$ cat config.mk
export PLATFORM = sky130hd
export DESIGN_NAME = hazard_unit
export DESIGN_NICKNAME = d
export VERILOG_FILES = /design/src/rtl/hazard_pkg.sv /design/src/rtl/hazard_sat_counter.sv /design/src/rtl/hazard_unit.sv
export SDC_FILE = /design/constraint.sdc
export NUM_CORES = 1
export LEC_CHECK = 0
export BUFFER_PORTS_ARGS = -buffer_cell sky130_fd_sc_hd__buf_2
export CAP_MARGIN = 20
export CORE_ASPECT_RATIO = 0.6
export CORE_UTILIZATION = 47
export CTS_CLUSTER_SIZE = 10
export DETAILED_ROUTE_END_ITERATION = 10
export PLACE_DENSITY = 0.83
export SKIP_LAST_GASP = 1
export SYNTH_ARGS = -nofsm -noshare
export SYNTH_HDL_FRONTEND = slang
export SYNTH_SLANG_ARGS = --single-unit
$ cat constraint.sdc
create_clock -name clk -period 1.7 [get_ports clk]
set_input_delay 0.17 -clock clk [delete_from_list [all_inputs] [get_ports clk]]
set_output_delay 0.17 -clock clk [all_outputs]
set_load 0.01 [all_outputs]
$ cat src/rtl/hazard_pkg.sv
// Shared types and defaults for the pipeline hazard controller.
package hazard_pkg;

  typedef enum logic {
    RUN     = 1'b0,
    MC_WAIT = 1'b1
  } hz_state_e;

  localparam logic [4:0]  X0_REG         = '0;
  localparam int unsigned MC_TIMEOUT_DEF = 64;
  localparam int unsigned CNT_W_DEF      = 16;

endpackage

$ cat src/rtl/hazard_sat_counter.sv
// Saturating up-counter with synchronous clear; holds at all-ones.
module hazard_sat_counter #(
  parameter int unsigned WIDTH = 16
) (
  input  logic             clk,
  input  logic             inc,
  input  logic             clr,
  output logic [WIDTH-1:0] count
);

  logic [WIDTH-1:0] r_count;

  always_ff @(posedge clk) begin
    if (clr) begin
      r_count <= '0;
    end else if (inc && (r_count != '1)) begin
      r_count <= r_count + {{(WIDTH-1){1'b0}}, 1'b1};
    end
  end

  assign count = r_count;

endmodule

$ cat src/rtl/hazard_unit.sv
// Load-use / branch / multi-cycle hazard control for the five-stage core,
// with a timeout-guarded multi-cycle wait and saturating perf counters.
module hazard_unit
  import hazard_pkg::*;
#(
  parameter int unsigned MC_TIMEOUT = MC_TIMEOUT_DEF,
  parameter int unsigned CNT_W      = CNT_W_DEF
) (
  input  logic             clk,
  input  logic             rst_n,
  input  logic [4:0]       id_rs1,
  input  logic [4:0]       id_rs2,
  input  logic             id_uses_rs1,
  input  logic             id_uses_rs2,
  input  logic [4:0]       ex_rd,
  input  logic             ex_mem_re,
  input  logic             branch_taken,
  input  logic             mc_start,
  input  logic             mc_done,
  output logic             pc_we,
  output logic             ifid_we,
  output logic             idex_we,
  output logic             bubble_sel,
  output logic             ifid_flush,
  output logic             mc_timeout,
  output logic [CNT_W-1:0] stall_count,
  output logic [CNT_W-1:0] flush_count
);

  localparam int unsigned TW      = $clog2(MC_TIMEOUT + 1);
  localparam logic [TW-1:0] TO_ONE  = TW'(1);
  localparam logic [TW-1:0] TO_LAST = TW'(MC_TIMEOUT - 1);

  hz_state_e     r_state;
  hz_state_e     w_next_state;
  logic [TW-1:0] r_to_cnt;
  logic          r_mc_timeout;
  logic          w_load_use;
  logic          w_mc_enter;
  logic          w_to_expire;
  logic          w_flush_inc;
  logic          w_cnt_clr;

  assign w_load_use = ex_mem_re && (ex_rd != X0_REG) &&
                      ((id_uses_rs1 && (id_rs1 == ex_rd)) ||
                       (id_uses_rs2 && (id_rs2 == ex_rd)));

  // A taken branch squashes the op in EX, so it must not enter the wait.
  assign w_mc_enter  = (r_state == RUN) && !branch_taken && mc_start && !mc_done;
  assign w_to_expire = (r_state == MC_WAIT) && !mc_done && (r_to_cnt == TO_LAST);
  assign w_flush_inc = (r_state == RUN) && branch_taken;
  assign w_cnt_clr   = !rst_n;

  always_ff @(posedge clk) begin
    if (!rst_n) begin
      r_state <= RUN;
    end else begin
      r_state <= w_next_state;
    end
  end

  always_comb begin
    w_next_state = r_state;
    unique case (r_state)
      RUN:     if (w_mc_enter) w_next_state = MC_WAIT;
      MC_WAIT: if (mc_done || w_to_expire) w_next_state = RUN;
      default: w_next_state = RUN;
    endcase
  end

  always_comb begin
    pc_we      = 1'b1;
    ifid_we    = 1'b1;
    idex_we    = 1'b1;
    bubble_sel = 1'b0;
    ifid_flush = 1'b0;
    unique case (r_state)
      RUN: begin
        if (branch_taken) begin
          ifid_flush = 1'b1;
          bubble_sel = 1'b1;
        end else if (mc_start && !mc_done) begin
          pc_we   = 1'b0;
          ifid_we = 1'b0;
          idex_we = 1'b0;
        end else if (mc_start) begin
          pc_we = 1'b1;
        end else if (w_load_use) begin
          pc_we      = 1'b0;
          ifid_we    = 1'b0;
          bubble_sel = 1'b1;
        end
      end
      MC_WAIT: begin
        if (!mc_done && !w_to_expire) begin
          pc_we   = 1'b0;
          ifid_we = 1'b0;
          idex_we = 1'b0;
        end
      end
      default: pc_we = 1'b1;
    endcase
  end

  always_ff @(posedge clk) begin
    if (!rst_n) begin
      r_to_cnt     <= '0;
      r_mc_timeout <= 1'b0;
    end else begin
      r_mc_timeout <= w_to_expire;
      if (w_mc_enter) begin
        r_to_cnt <= TO_ONE;
      end else if ((r_state == MC_WAIT) && !mc_done && !w_to_expire) begin
        r_to_cnt <= r_to_cnt + TO_ONE;
      end
    end
  end

  assign mc_timeout = r_mc_timeout;

  hazard_sat_counter #(.WIDTH(CNT_W)) u_stall_cnt (
    .clk   (clk),
    .inc   (!pc_we),
    .clr   (w_cnt_clr),
    .count (stall_count)
  );

  hazard_sat_counter #(.WIDTH(CNT_W)) u_flush_cnt (
    .clk   (clk),
    .inc   (w_flush_inc),
    .clr   (w_cnt_clr),
    .count (flush_count)
  );

endmodule
# Word-level counts from Yosys, hierarchy flattened
# Index checks and enable logic that the tools add are counted.
# classes
n_addsub,3
n_eq_ne,5
muxes,21
bitwise,2
n_reduce_logical,24
# ops
op,n
adder 16 x 1 -> 16 bit (second input constant),2
inequality test 16 bit (second input constant),2
two-way mux 1 bit,18
logical AND 1 bit,15
== test 5 bit,2
adder 7 x 1 -> 7 bit (second input constant),1
== test 7 x 6 -> 1 bit (second input constant),1
one-hot mux 1 bit (2 select lines),3
nonzero test 5 bit,1
logical NOT 1 bit,4
logical OR 1 bit,2
inverter 1 bit,2
nonzero test 2 bit,1
OR reduction 2 bit,1
# word_totals
register_bits,41
input_bits,23
wordCells,61

# Logic depth before layout (Yosys ltp)
# depth
ltp_word,11
depth_mapped,10

# Hierarchy
# Synthesis repeated with hierarchy kept, for this count alone.
# unflattened
cells_unflattened,265
area_unflattened_um2,2277.2
# by_module_without_submodules
mod,n_inst,cells_per_inst,area_each_um2,seq_area_each_um2
hazard_sat_counter,2,99,848.3,320.3
hazard_unit,1,67,580.6,180.2

# Worst setup path after synthesis
# Ideal clock, no wire load.
# synth_timing
path_kind,register to output
start,register r_to_cnt[0]
end,output port pc_we
t_arrival_ns,1.749
required_ns,1.530
slack_ns,-0.219
path_stages_with_launch,10
path_buffers,4
path_cell_list,dfxtp_1 ha_1 nand2_1 o31a_1 buf_4 nand2b_4 a31oi_2 buf_6 buf_4 buf_4
# synth_via
elab_chain_len,6
# synth_rtl
element,line,text
"start, declared",hazard_unit.sv:36,logic [TW-1:0] r_to_cnt;
"start signal, assigned",hazard_unit.sv:114,r_to_cnt <= r_to_cnt + TO_ONE;
== test 7 x 6 -> 1 bit,hazard_unit.sv:50,assign w_to_expire = (r_state == MC_WAIT) && !mc_done && (r_to_cnt == TO_LAST);
logical AND 1 bit,hazard_unit.sv:50,
logical NOT 1 bit,hazard_unit.sv:95,if (!mc_done && !w_to_expire) begin
logical AND 1 bit,hazard_unit.sv:95,
two-way mux 1 bit,--,
one-hot mux 1 bit (2 select lines),--,
"end, declared",hazard_unit.sv:20,"output logic pc_we,"
# Every way passes these cells.

# Final worst setup path
# layout_timing
start,register r_to_cnt[0]
end,output port ifid_we
# layout_via
elab_chain_len,6
# layout_rtl
element,line,text
== test 7 x 6 -> 1 bit,hazard_unit.sv:50,
logical AND 1 bit,hazard_unit.sv:50,
logical NOT 1 bit,hazard_unit.sv:95,
logical AND 1 bit,hazard_unit.sv:95,
two-way mux 1 bit,hazard_unit.sv:95,
one-hot mux 1 bit (2 select lines),hazard_unit.sv:77,unique case (r_state)
"end, declared",hazard_unit.sv:21,"output logic ifid_we,"
# Every way passes these cells.

==> impl_metrics.env <==
export IMPL_critPathCapture="ifid_we"
export IMPL_p_int_mw=1.67
export IMPL_use_met1_pct=35.7
export IMPL_synth_seq_cells=41
export IMPL_grtUsageMet2_pct=43.3
export IMPL_critPathLaunch="r_to_cnt[0]"
export IMPL_worstRegToRegCells=9
export IMPL_async_flop_share_pct=0
export IMPL_busiest_layer="met2"
export IMPL_synth_edf_count=0
export IMPL_ir_drop_uv=507
export IMPL_io_buffers=60
export IMPL_numCtsBuffers=5
export IMPL_rows=18
export IMPL_cts_root_buf="clkbuf_8"
export IMPL_synth_nets=277
export IMPL_holdWs_ps=239
export IMPL_seqPwrFrac_pct=45.5
export IMPL_n_fill_cell=279
export IMPL_avgSynthCellArea_um2=8.48
export IMPL_fmax_mhz=523
export IMPL_vias_per_cell=5.71
export IMPL_syn_cell_area_um2=2130
export IMPL_r2r_end="u_stall_cnt.count[2]"
export IMPL_min_period_ps=1910
export IMPL_grt_overflow_total=0
export IMPL_globalRouteMet3Util_pct=6.90
export IMPL_status="complete, but fails checks"
export IMPL_clkLatencyLatePin_ps=300
export IMPL_final_common_cell="buf_2"
export IMPL_core_area_um2=4230
export IMPL_yosysUniqueCellTypes=42
export IMPL_cts_tree="built"
export IMPL_period_share_pct=112
export IMPL_wl_per_cell_um=16.5
export IMPL_tightest_slew_ps=373
export IMPL_layout_drive_gt1_share_pct=47.6
export IMPL_worst_setup_path_start_kind="flip-flop"
export IMPL_worstPathArrival_ps=1740
export IMPL_slew_viol_final=0
export IMPL_final_core_util_pct=77.7
export IMPL_hpwlAfterDp_mm=4.47
export IMPL_maxCapViolCount=0
export IMPL_setup_viol=19
export IMPL_grt_pass1_vias=2081
export IMPL_tns_ps=-2320
export IMPL_gr_usage_all_layers_pct=27.2
export IMPL_grt_pass1_wl_mm=9.72
export IMPL_synthFlopType="dfxtp_1"
export IMPL_switching_share_pct=23.0
export IMPL_hold_path_class="in -> reg"
export IMPL_finalNetCount=395
export IMPL_antenna_found_initial=0
export IMPL_setup_ws_ps=-211
export IMPL_syn_inst=251
export IMPL_ant_nets=0
export IMPL_io_pins=61
export IMPL_die_width_um=88.9
export IMPL_drt_pass1_iterations=5
export IMPL_clock_power_share_pct=43.7
export IMPL_hold_viol=0
export IMPL_yosysWarnings=0
export IMPL_routabilityCongestion=0.840
export IMPL_cts_sinks=41
export IMPL_drc_errors=0
export IMPL_final_cell_mix="buf_2, buf_4, nor2_1"
export IMPL_htree_levels=2
export IMPL_critPathCaptureType="output pin"
export IMPL_relSlewSlack_pct=75.1
export IMPL_p_switching_mw=0.498
export IMPL_pwr_share_comb_pct=10.9
export IMPL_seq_area_frac_synth_pct=38.5
export IMPL_powerDensity_nw_per_um2=658
export IMPL_finClkSkew_ps=8.13
export IMPL_cts_clk_slew_worst_paths_ps=90
export IMPL_die_area_um2=4810
export IMPL_p_total_mw=2.17
export IMPL_via_count=2457
export IMPL_crit_required_ps=1530
export IMPL_initial_core_util_pct=50.3
export IMPL_wirelength_mm=7.09
export IMPL_failed_checks="setup timing"
export IMPL_leakagePower_nw=1.44
export IMPL_die_y_um=54.1
export IMPL_drtIter0Drc=172
export IMPL_path_class="reg -> out"
export IMPL_area_growth_pct=54.5
export IMPL_r2r_start="r_to_cnt[0]"
export IMPL_grt_setup_unrepaired="true"
export IMPL_ff2ff_setup_slack_ps=-190
export IMPL_critPathMaxFanout=4
export IMPL_clockBufferDepth=2
export IMPL_antenna_cells=0
export IMPL_grt_max_degree=28
-- critical path, cell delays in order (launching register included) --
cell	delay (ps)
dfxtp_4	380
ha_4	130
nand2_2	60
o31a_1	260
nand2b_4	160
a31oi_4	210
buf_6	150
buf_6	90
-- routing by layer --
metal / routed length, µm / vias to the layer above
met5: 0 / -
met4: 179 / 0
met3: 568 / 25
met2: 3380 / 131
met1: 2960 / 1165
li1: - / 1136
-- through the flow --
step	worst slack [ps]	std cells	instance area (µm²)
detailed placement	-219	406	2840
finish	-211	430	3290
floorplan	-66.5	251	2180
CTS	-171	420	3070
global route	-267	430	3290
global placement	-80.3	406	2840
-- power groups by stage --
stage	clock, mW	combinational (mW)	sequential [mW]
6_report	0.945	0.235	0.984
5_1_grt	0.992	0.253	0.986
4_1_cts	0.939	0.219	0.982
3_5_place_dp	0	0.201	1.01
3_3_place_gp	0	0.192	1.00
2_1_floorplan	0	0.113	1.01
-- final cells by class --
class                   count  area, µm²  share of cell area [%]
multi-input cells         194       1370                    41.6
repair buffers            124        860                    26.1
flip-flops and latches     41        842                    25.6
well taps                  60       75.1                    2.28
clock buffers               5       68.8                    2.09
clock inverters             3       65.1                    1.98
inverters                   3       11.3                   0.342
-- how the worst min path moves through the flow --
stage / cells past startpoint / slack [ps] / endpoint / startpoint
finish: 3 / 240 / u_stall_cnt.count[4] / rst_n
global route: 3 / 250 / u_stall_cnt.count[4] / rst_n
CTS: 3 / 220 / u_stall_cnt.count[4] / rst_n
detailed placement: 1 / 440 / mc_timeout / r_to_cnt[6]
global placement: 2 / 440 / r_to_cnt[6] / r_to_cnt[6]
floorplan: 2 / 310 / u_stall_cnt.count[9] / rst_n
-- registers in the layout, summed over array words and instances (netlist names) --
register and count:
u_stall_cnt.count 16, r_state 1, r_to_cnt 7, mc_timeout 1, u_flush_cnt.count 16
-- synthesized netlist by cell type (2+ instances only) --
cell type | instances | area [µm²]
a21oi_1 | 14 | 70.1
and3_1 | 6 | 37.5
and4_1 | 4 | 35.0
buf_2 | 3 | 15.0
buf_4 | 3 | 22.5
clkbuf_1 | 6 | 22.5
dfxtp_1 | 41 | 821
ha_1 | 3 | 37.5
inv_1 | 3 | 11.3
mux2i_1 | 4 | 40.0
nand2_1 | 22 | 82.6
nand2b_1 | 4 | 25.0
nand3_1 | 18 | 90.1
nand4_1 | 8 | 50.1
nor2_1 | 31 | 116
nor3_1 | 3 | 15.0
nor4_1 | 2 | 12.5
o21ai_0 | 4 | 20.0
o311ai_0 | 3 | 26.3
o31a_1 | 3 | 26.3
o31ai_1 | 7 | 52.6
o41ai_1 | 3 | 26.3
or3_1 | 4 | 25.0
or4_1 | 8 | 60.1
xnor2_1 | 13 | 114
xor2_1 | 15 | 131
-- logic make-up (layout without fill, tap and decap cells) --
family	after synthesis	after routing	synth area share [%]
and+or+nand+nor	119	119	29.4
DFF	41	41	38.5
buffers and inverters	16	135	3.88
adders and majority gates	3	3	1.76
AOI/OAI and AO/OA	40	40	13.0
xor gates and xnor gates	28	28	11.5
muxes	4	4	1.88
-- repair_timing --
| action | CTS | global route |
|---|---|---|
| gates resized for setup | 11 | 35 |
| pin swaps | 3 | 7 |
| endpoints found under the setup margin | 11 | 32 |
| hold buffers | 0 | 0 |
| endpoints found under the hold margin | 0 | 0 |
| gates cloned | 0 | 2 |
| setup buffers | 6 | 8 |
(Power assumes the default switching activity.)
